--- src/rtl/async_toggle_sink.sv ---
// ---------------------------------------------------------------------------
// async_toggle_sink
//
// Receive-side endpoint of a toggle-handshake clock crossing.
//
// A request is a change of level on io_req_tog, which arrives already passed
// through a 3-flop synchronizer. When a new request is seen, the sink waits
// SETTLE cycles for the sender's quasi-static data bus to become safe to
// sample. It then captures the word and offers it on a ready/valid dequeue
// port. The ack toggle goes back to the sender only once the word has been
// dequeued, so at most one word is in flight.
//
// Ports
//   clock         receive-domain clock
//   reset         asynchronous active-low reset (0 = in reset)
//   io_req_tog    synchronized sender request toggle
//   io_data       sender data; stable from its toggle until our ack is seen
//   io_ack_tog    ack toggle to the sender domain (flop output, glitch-free)
//   io_deq_valid  captured word available
//   io_deq_ready  consumer accepts the word
//   io_deq_bits   captured word (flop output)
//   io_busy       a transfer is in progress (WAIT or VALID)
//   io_proto_err  sticky: the request toggled while a word was in flight
//   io_count      completed dequeues, wraps modulo 2^CNT_W
// ---------------------------------------------------------------------------
module async_toggle_sink #(
  parameter int W      = 32,
  parameter int SETTLE = 2,   // 0..15
  parameter int CNT_W  = 16
) (
  input  logic             clock,
  input  logic             reset,
  input  logic             io_req_tog,
  input  logic [W-1:0]     io_data,
  output logic             io_ack_tog,
  output logic             io_deq_valid,
  input  logic             io_deq_ready,
  output logic [W-1:0]     io_deq_bits,
  output logic             io_busy,
  output logic             io_proto_err,
  output logic [CNT_W-1:0] io_count
);

  typedef enum logic [1:0] {
    IDLE  = 2'd0,
    WAIT  = 2'd1,
    VALID = 2'd2
  } state_t;

  localparam logic [3:0] SETTLE_CNT = 4'(SETTLE);

  state_t             state_q, state_d;
  logic               req_seen_q, req_seen_d;
  logic               ack_q, ack_d;
  logic [W-1:0]       bits_q, bits_d;
  logic               err_q, err_d;
  logic [CNT_W-1:0]   count_q, count_d;
  logic [3:0]         cnt_q, cnt_d;

  // A request is pending whenever the synchronized toggle differs from the
  // parity of the last request we accepted.
  logic new_req;
  assign new_req = io_req_tog ^ req_seen_q;

  always_comb begin
    state_d    = state_q;
    req_seen_d = req_seen_q;
    ack_d      = ack_q;
    bits_d     = bits_q;
    err_d      = err_q;
    count_d    = count_q;
    cnt_d      = cnt_q;

    unique case (state_q)
      IDLE: begin
        if (new_req) begin
          req_seen_d = io_req_tog;
          if (SETTLE == 0) begin
            bits_d  = io_data;
            state_d = VALID;
          end else begin
            cnt_d   = SETTLE_CNT;
            state_d = WAIT;
          end
        end
      end

      WAIT: begin
        cnt_d = cnt_q - 4'd1;
        if (cnt_q == 4'd1) begin
          bits_d  = io_data;
          state_d = VALID;
        end
        // req_seen is not updated while busy, so a mismatch stays pending and
        // is picked up as a fresh request once we are back in IDLE.
        if (new_req) begin
          err_d = 1'b1;
        end
      end

      VALID: begin
        if (new_req) begin
          err_d = 1'b1;
        end
        if (io_deq_ready) begin
          state_d = IDLE;
          ack_d   = ~ack_q;
          count_d = count_q + CNT_W'(1);
        end
      end

      default: begin
        state_d = IDLE;
      end
    endcase
  end

  always_ff @(posedge clock or negedge reset) begin
    if (!reset) begin
      state_q    <= IDLE;
      req_seen_q <= 1'b0;
      ack_q      <= 1'b0;
      bits_q     <= '0;
      err_q      <= 1'b0;
      count_q    <= '0;
      cnt_q      <= 4'd0;
    end else begin
      state_q    <= state_d;
      req_seen_q <= req_seen_d;
      ack_q      <= ack_d;
      bits_q     <= bits_d;
      err_q      <= err_d;
      count_q    <= count_d;
      cnt_q      <= cnt_d;
    end
  end

  assign io_ack_tog   = ack_q;
  assign io_deq_valid = (state_q == VALID);
  assign io_deq_bits  = bits_q;
  assign io_busy      = (state_q != IDLE);
  assign io_proto_err = err_q;
  assign io_count     = count_q;

endmodule

--- config.mk ---
export PLATFORM = sky130hd
export DESIGN_NAME = async_toggle_sink
export DESIGN_NICKNAME = d
export VERILOG_FILES = /design/src/rtl/async_toggle_sink.sv
export SDC_FILE = /design/constraint.sdc
export NUM_CORES = 1
export LEC_CHECK = 0
export CAP_MARGIN = 0
export CELL_PAD_IN_SITES_DETAIL_PLACEMENT = 0
export CELL_PAD_IN_SITES_GLOBAL_PLACEMENT = 1
export CORE_UTILIZATION = 36
export DETAILED_ROUTE_END_ITERATION = 8
export HOLD_SLACK_MARGIN = 0.1
export PLACE_DENSITY = 0.87
export SLEW_MARGIN = 20
export SYNTH_ARGS = -nofsm -noshare
export SYNTH_HDL_FRONTEND = slang
export SYNTH_SLANG_ARGS = --single-unit
--- constraint.sdc ---
create_clock -name clock -period 1.96 [get_ports clock]
set_input_delay 0.196 -clock clock [delete_from_list [all_inputs] [get_ports clock]]
set_output_delay 0.196 -clock clock [all_outputs]
set_load 0.005 [all_outputs]
# After elaboration in Yosys (flattened, before gate mapping)
# Cells that the tools add are included.
[classes] add_sub_neg=2 n_eq_ne=6 mux=6 bitwise_logic=2 reduce_logical=10
[op_table] cell="$add A16 B1 Y16 const B" n=1
[op_table] cell="$reduce_and A2 Y1" n=5
[op_table] cell="$pmux W4 S2" n=1
[op_table] cell="$mux W2" n=3
[op_table] cell="$pmux W2 S3" n=1
[op_table] cell="$eq A4 B1 Y1 const B" n=1
[op_table] cell="$mux W4" n=1
[op_table] cell="$ne A2 B2 Y1 const B" n=2
[op_table] cell="$reduce_bool A2 Y1" n=2
[op_table] cell="$sub A4 B1 Y4 const B" n=1
[op_table] cell="$reduce_and A3 Y1" n=1
[op_table] cell="$eq A2 B1 Y1 const B" n=1
[op_table] cell="$eq A2 B2 Y1 const B" n=1
[op_table] cell="$logic_not A2 Y1" n=1
[op_table] cell="$ne A2 B1 Y1 const B" n=1
[op_table] cell="$reduce_or A2 Y1" n=1
[op_table] cell="$not A1 Y1" n=1
[op_table] cell="$xor A1 B1 Y1" n=1
[word_totals] reg_bits=57 inputBits=36 elab_cells=33

# Longest topological paths before layout
[logic_depth] word_depth=3 ltp_mapped=7 ltp_nobuf=6

# Least setup slack after synthesis
# OpenSTA, ideal clock, no wires.
[synth_timing] path_kind="register to register" startpoint="reg state_q[1]" endpoint="reg bits_q[0] (netlist: io_deq_bits[0])" arrival_ps=1678 path_slack_ps=157 stages_incl_launch_ff=8 path_cell_list="dfrtp_1 > inv_1 > ha_1 > buf_6 > inv_6 > nor4b_4 > buf_6 > mux2_4"
[synth_via] elab_chain_len=2
[synth_lines] item="from (decl)" line="52" text="state_t state_q, state_d;"
[synth_lines] item="from (signal assigned)" line="128" text="state_q <= state_d;"
[synth_lines] item="$eq A2 B1 Y1" line="74" text="unique case (state_q)"
[synth_lines] item="$reduce_and A2 Y1 (no line)"
[synth_lines] item="to (signal assigned)" line="131" text="bits_q <= bits_d;"
[synth_lines] item="to (decl)" line="55" text="logic [W-1:0] bits_q, bits_d;"
# No other way between the ends.
# A chain may end at the register's enable or synchronous reset.

# Worst setup path after layout
[layout_timing] startpoint="reg state_q[1]" endpoint="reg bits_q[10] (netlist: io_deq_bits[10])"
# Same word-level chain as after synthesis.

==> reports/summary.md <==
The flow ran to the end, and the final reports show no timing, DRC or antenna violations. Compared with the post-synthesis result, the final layout area differs by 49.5%. Top routing layer in use: met4. The routed design uses 2420 microns of met2 wire. The total CTS buffers was 9. For the sum of routed wire length over all layers, the log shows 5400 microns. For the pin with the worst max-slew slack, the measured transition is 0.355 ns. Type of the worst min-delay path: in2async.

The max-slew violation count is 0. The routed wirelength normalized by instance count is 14.0 microns. The cell family contributing the most delay on the critical path is buffers and inverters. Measured along the y axis, the die boundary spans 86.3 microns.

For this design, the slowest cell found on the critical path is sky130_fd_sc_hd__dfrtp_1. A synthesized cell averages 14.0 sq um. The post-detailed-route via-to-cell ratio is 4.57, and the die footprint is 7460 sq um. The number of buffers and inverters on the critical path came out at 4.

The final route contains 1764 vias. The initial antenna violation count was 0; the row count was 30. The number of different library cells used by synthesis comes to 34. On the final layout, the worst clock skew is 0.00344 ns.

For this run, the leading register cell type out of synthesis is sky130_fd_sc_hd__dfrtp_1. For the routability-driven placement congestion ratio, the log shows 0.764. Type of the setup path with the least slack: reg2reg. The critical path goes through inv_1 > ha_1 > inv_6 > nor4b_4 > buf_4 > buf_8 > mux2_4.

The total count of hold-check failures in the final report was 0; the shortest clock period the worst path allows after layout was 1.81 ns. The core region is 6830 sq um. The maximum number of pins on one net before global-route repair was 33.

For the later-pin clock latency in the skew report, the log shows 0.32 ns. For this run, the top clock speed supported by timing is 551 MHz. The worst setup path is captured at a register.

The boundary pin count was 88. For the via count of the first global-routing pass, the log shows 1802. The number of antenna diodes in the final layout is 0.

The total half-perimeter wirelength after legalization and detailed placement came out at 3570 microns. The logs give 0.146 ns for the worst setup margin and 3 for the total number of H-tree levels. Data arrival time at the worst-slack endpoint: 2.02 ns. Cells fill 56.0% of the core in the end. After synthesis, flip-flops and latches occupy 55.7% of the total area. For this design the static power due to leakage is 1.65 nW. The final-layout setup total negative slack is 0 ns. The horizontal die dimension was 86.3 microns. TritonCTS built the clock tree. The clock slew seen by the registers of the worst setup and hold paths came out at 0.06 ns. The synthesized design contains 0 enable-type register cells. By area the synthesized netlist is led by sky130_fd_sc_hd__dfrtp_1 56%, sky130_fd_sc_hd__mux2_4 18%, sky130_fd_sc_hd__xnor2_1 5.1%, sky130_fd_sc_hd__ha_1 2.9%, sky130_fd_sc_hd__buf_6 1.8%. Summing all placed instances gives a cell area of 3550 sq um.

Once the floorplan was initialized, standard cells occupied 37.5% of the core. Summed over all nets, wire length on met3 after detailed routing comes to 347 microns. Data on the critical path is required at its endpoint by 2.17 ns.

Setup repair after global routing left no endpoint under its margin. DRC violation count after routing: 0. The post-placement setup slack is 0.0836 ns, and the top-area cell type share of the netlist area is 55.7%. The synthesized netlist occupies a cell area of 2560 sq um. The detail route stage leaves a number of antenna-violating nets equal to 0.

Global routing finished with a remaining overflow of 0. In the final routing, the length of wire on met1 measures 2560 microns. The total of buffers placed on input and output ports was 87; the post-synthesis cell count was 183. The power density relative to cell area came out at 1390 nW/um^2. The largest total area in the synthesized netlist belongs to sky130_fd_sc_hd__dfrtp_1. The maximum net fanout on the critical path was 16. On the worst path, the slowest cell contributes a delay of 0.40 ns. The worst hold margin is 0.309 ns, and the worst-case vdd ir drop is 0.517 mV. The DRC violation total after the first TritonRoute iteration was 45; the async set-reset flop share out of synthesis was 100%.

Yosys printed 0 warnings. The worst setup path is launched from a register. The synthesized design contains 57 register bits. In this run the tightest slew margin relative to its limit is 76.3%. The run gives 4 as the number of search-and-repair iterations in the first detailed-routing pass. Setup violations remaining at the end of the flow were counted as 0. Cells with a size suffix above 1 make up 21.7% of the layout. The run gives 15.7% as the overall routing resource usage.

Summing all non-filler instances in the final layout gives an area of 3830 sq um. The clock drives 57 sinks. The net count after synthesis came out at 225. The logs give 327 for the layout net count and 0 for the number of maximum-capacitance violations. The longest clock path from root to sink contains 2 buffers.

The tree is rooted in a sky130_fd_sc_hd__clkbuf_8. The first global-routing pass estimated 8840 microns of wire. In the finished design, the share of the clock period the worst path needs comes to 92.6%.
final timing paths:
path / cells past startpoint / slack (ns) / endpoint / startpoint
hold / removal: 2 / 0.31 / io_deq_bits[1] / reset
setup / recovery: 7 / 0.15 / io_deq_bits[10] / state_q[1]
hold reg to reg: 1 / 0.47 / io_count[15] / io_count[15]
min in group clock: 1 / 0.47 / io_count[15] / io_count[15]
max in group asynchronous: 3 / 1.00 / io_count[3] / reset
setup reg to reg: 7 / 0.15 / io_deq_bits[10] / state_q[1]
power breakdown:
| group | internal [W] | switching, W | leakage, nW | total, W |
|---|---|---|---|---|
| Clock | 0.000780 | 0.000465 | 0.115 | 0.00124 |
| Combinational | 0.00147 | 0.000705 | 0.821 | 0.00218 |
| Sequential | 0.00161 | 0.000298 | 0.718 | 0.00191 |
| Total | 0.00386 | 0.00147 | 1.65 | 0.00533 |
repair_timing:
item                                    4_1_cts  5_1_grt
setup buffers                                 0        1
pin swaps                                     0        1
resized for setup                             1        3
gates cloned                                  0        2
endpoints found under the hold margin        15        0
hold buffers                                  1        0
endpoints found under the setup margin        1        3
metrics by stage:
step                instances  total power, W
finish                    386         0.00533
global route              386         0.00567
CTS                       383         0.00535
detailed placement        366         0.00406
global placement          366         0.00401
floorplan                 183         0.00302
registers in the layout, indices dropped and copies added, names as in the netlist:
| name | flops |
|---|---|
| cnt_q | 4 |
| io_ack_tog | 1 |
| io_count | 16 |
| io_deq_bits | 32 |
| io_proto_err | 1 |
| req_seen_q | 1 |
| state_q | 2 |
cells by family after synthesis:
kind of cell             Yosys count  synth area share (%)
buffers and inverters             13                  3.27
AO/OA/AOI/OAI                     14                  3.66
adder cells (fa/ha/maj)            6                  2.93
multiplexers                      35                  19.7
AND/OR/NAND/NOR                   41                  8.94
XOR/XNOR                          17                  5.81
flip-flops                        57                  55.7
layer usage:
layer  vias to the layer above  track usage [%]
met1                       851             20.6
li1                        839                -
met4                         0             7.73
met3                         8             4.10
met5                         -                0
met2                        66             24.0
placed cells by master (no fill, tap or decap), types with 2 or more instances in the layout:
master and instances:
sky130_fd_sc_hd__mux2_2 3, sky130_fd_sc_hd__nand2_1 12, sky130_fd_sc_hd__xnor2_1 15, sky130_fd_sc_hd__o21ai_0 2
sky130_fd_sc_hd__o22ai_1 2, sky130_fd_sc_hd__nand4_1 4, sky130_fd_sc_hd__nor2_1 7, sky130_fd_sc_hd__mux2i_1 2
sky130_fd_sc_hd__buf_4 5, sky130_fd_sc_hd__inv_1 6, sky130_fd_sc_hd__ha_1 5, sky130_fd_sc_hd__a21oi_1 4
sky130_fd_sc_hd__bufinv_16 2, sky130_fd_sc_hd__nand3b_1 2, sky130_fd_sc_hd__xor2_1 2, sky130_fd_sc_hd__clkdlybuf4s50_1 86
sky130_fd_sc_hd__nand3_1 6, sky130_fd_sc_hd__clkinv_2 2, sky130_fd_sc_hd__dfrtp_1 57, sky130_fd_sc_hd__and4_1 2
sky130_fd_sc_hd__mux2_4 30, sky130_fd_sc_hd__clkbuf_8 11
cells in the mapped netlist (2+ instances only):
library cell / instances
sky130_fd_sc_hd__a21oi_1: 4
sky130_fd_sc_hd__and4_1: 2
sky130_fd_sc_hd__buf_6: 4
sky130_fd_sc_hd__dfrtp_1: 57
sky130_fd_sc_hd__ha_1: 6
sky130_fd_sc_hd__inv_1: 7
sky130_fd_sc_hd__mux2_2: 3
sky130_fd_sc_hd__mux2_4: 30
sky130_fd_sc_hd__mux2i_1: 2
sky130_fd_sc_hd__nand2_1: 12
sky130_fd_sc_hd__nand3_1: 6
sky130_fd_sc_hd__nand3b_1: 2
sky130_fd_sc_hd__nand4_1: 4
sky130_fd_sc_hd__nor2_1: 7
sky130_fd_sc_hd__o21ai_0: 2
sky130_fd_sc_hd__o22ai_1: 2
sky130_fd_sc_hd__xnor2_1: 15
sky130_fd_sc_hd__xor2_1: 2
area by class of cell:
class                      count  area (sq um)
inverter                       8          35.0
fill                         622          3000
tap                           96           120
clock inverter                 5          77.6
multi-input combinational    113          1050
clock buffer                  11           151
sequential                    57          1430
timing repair buffer          96           965
No activity file was read; power rests on OpenSTA's default activity.
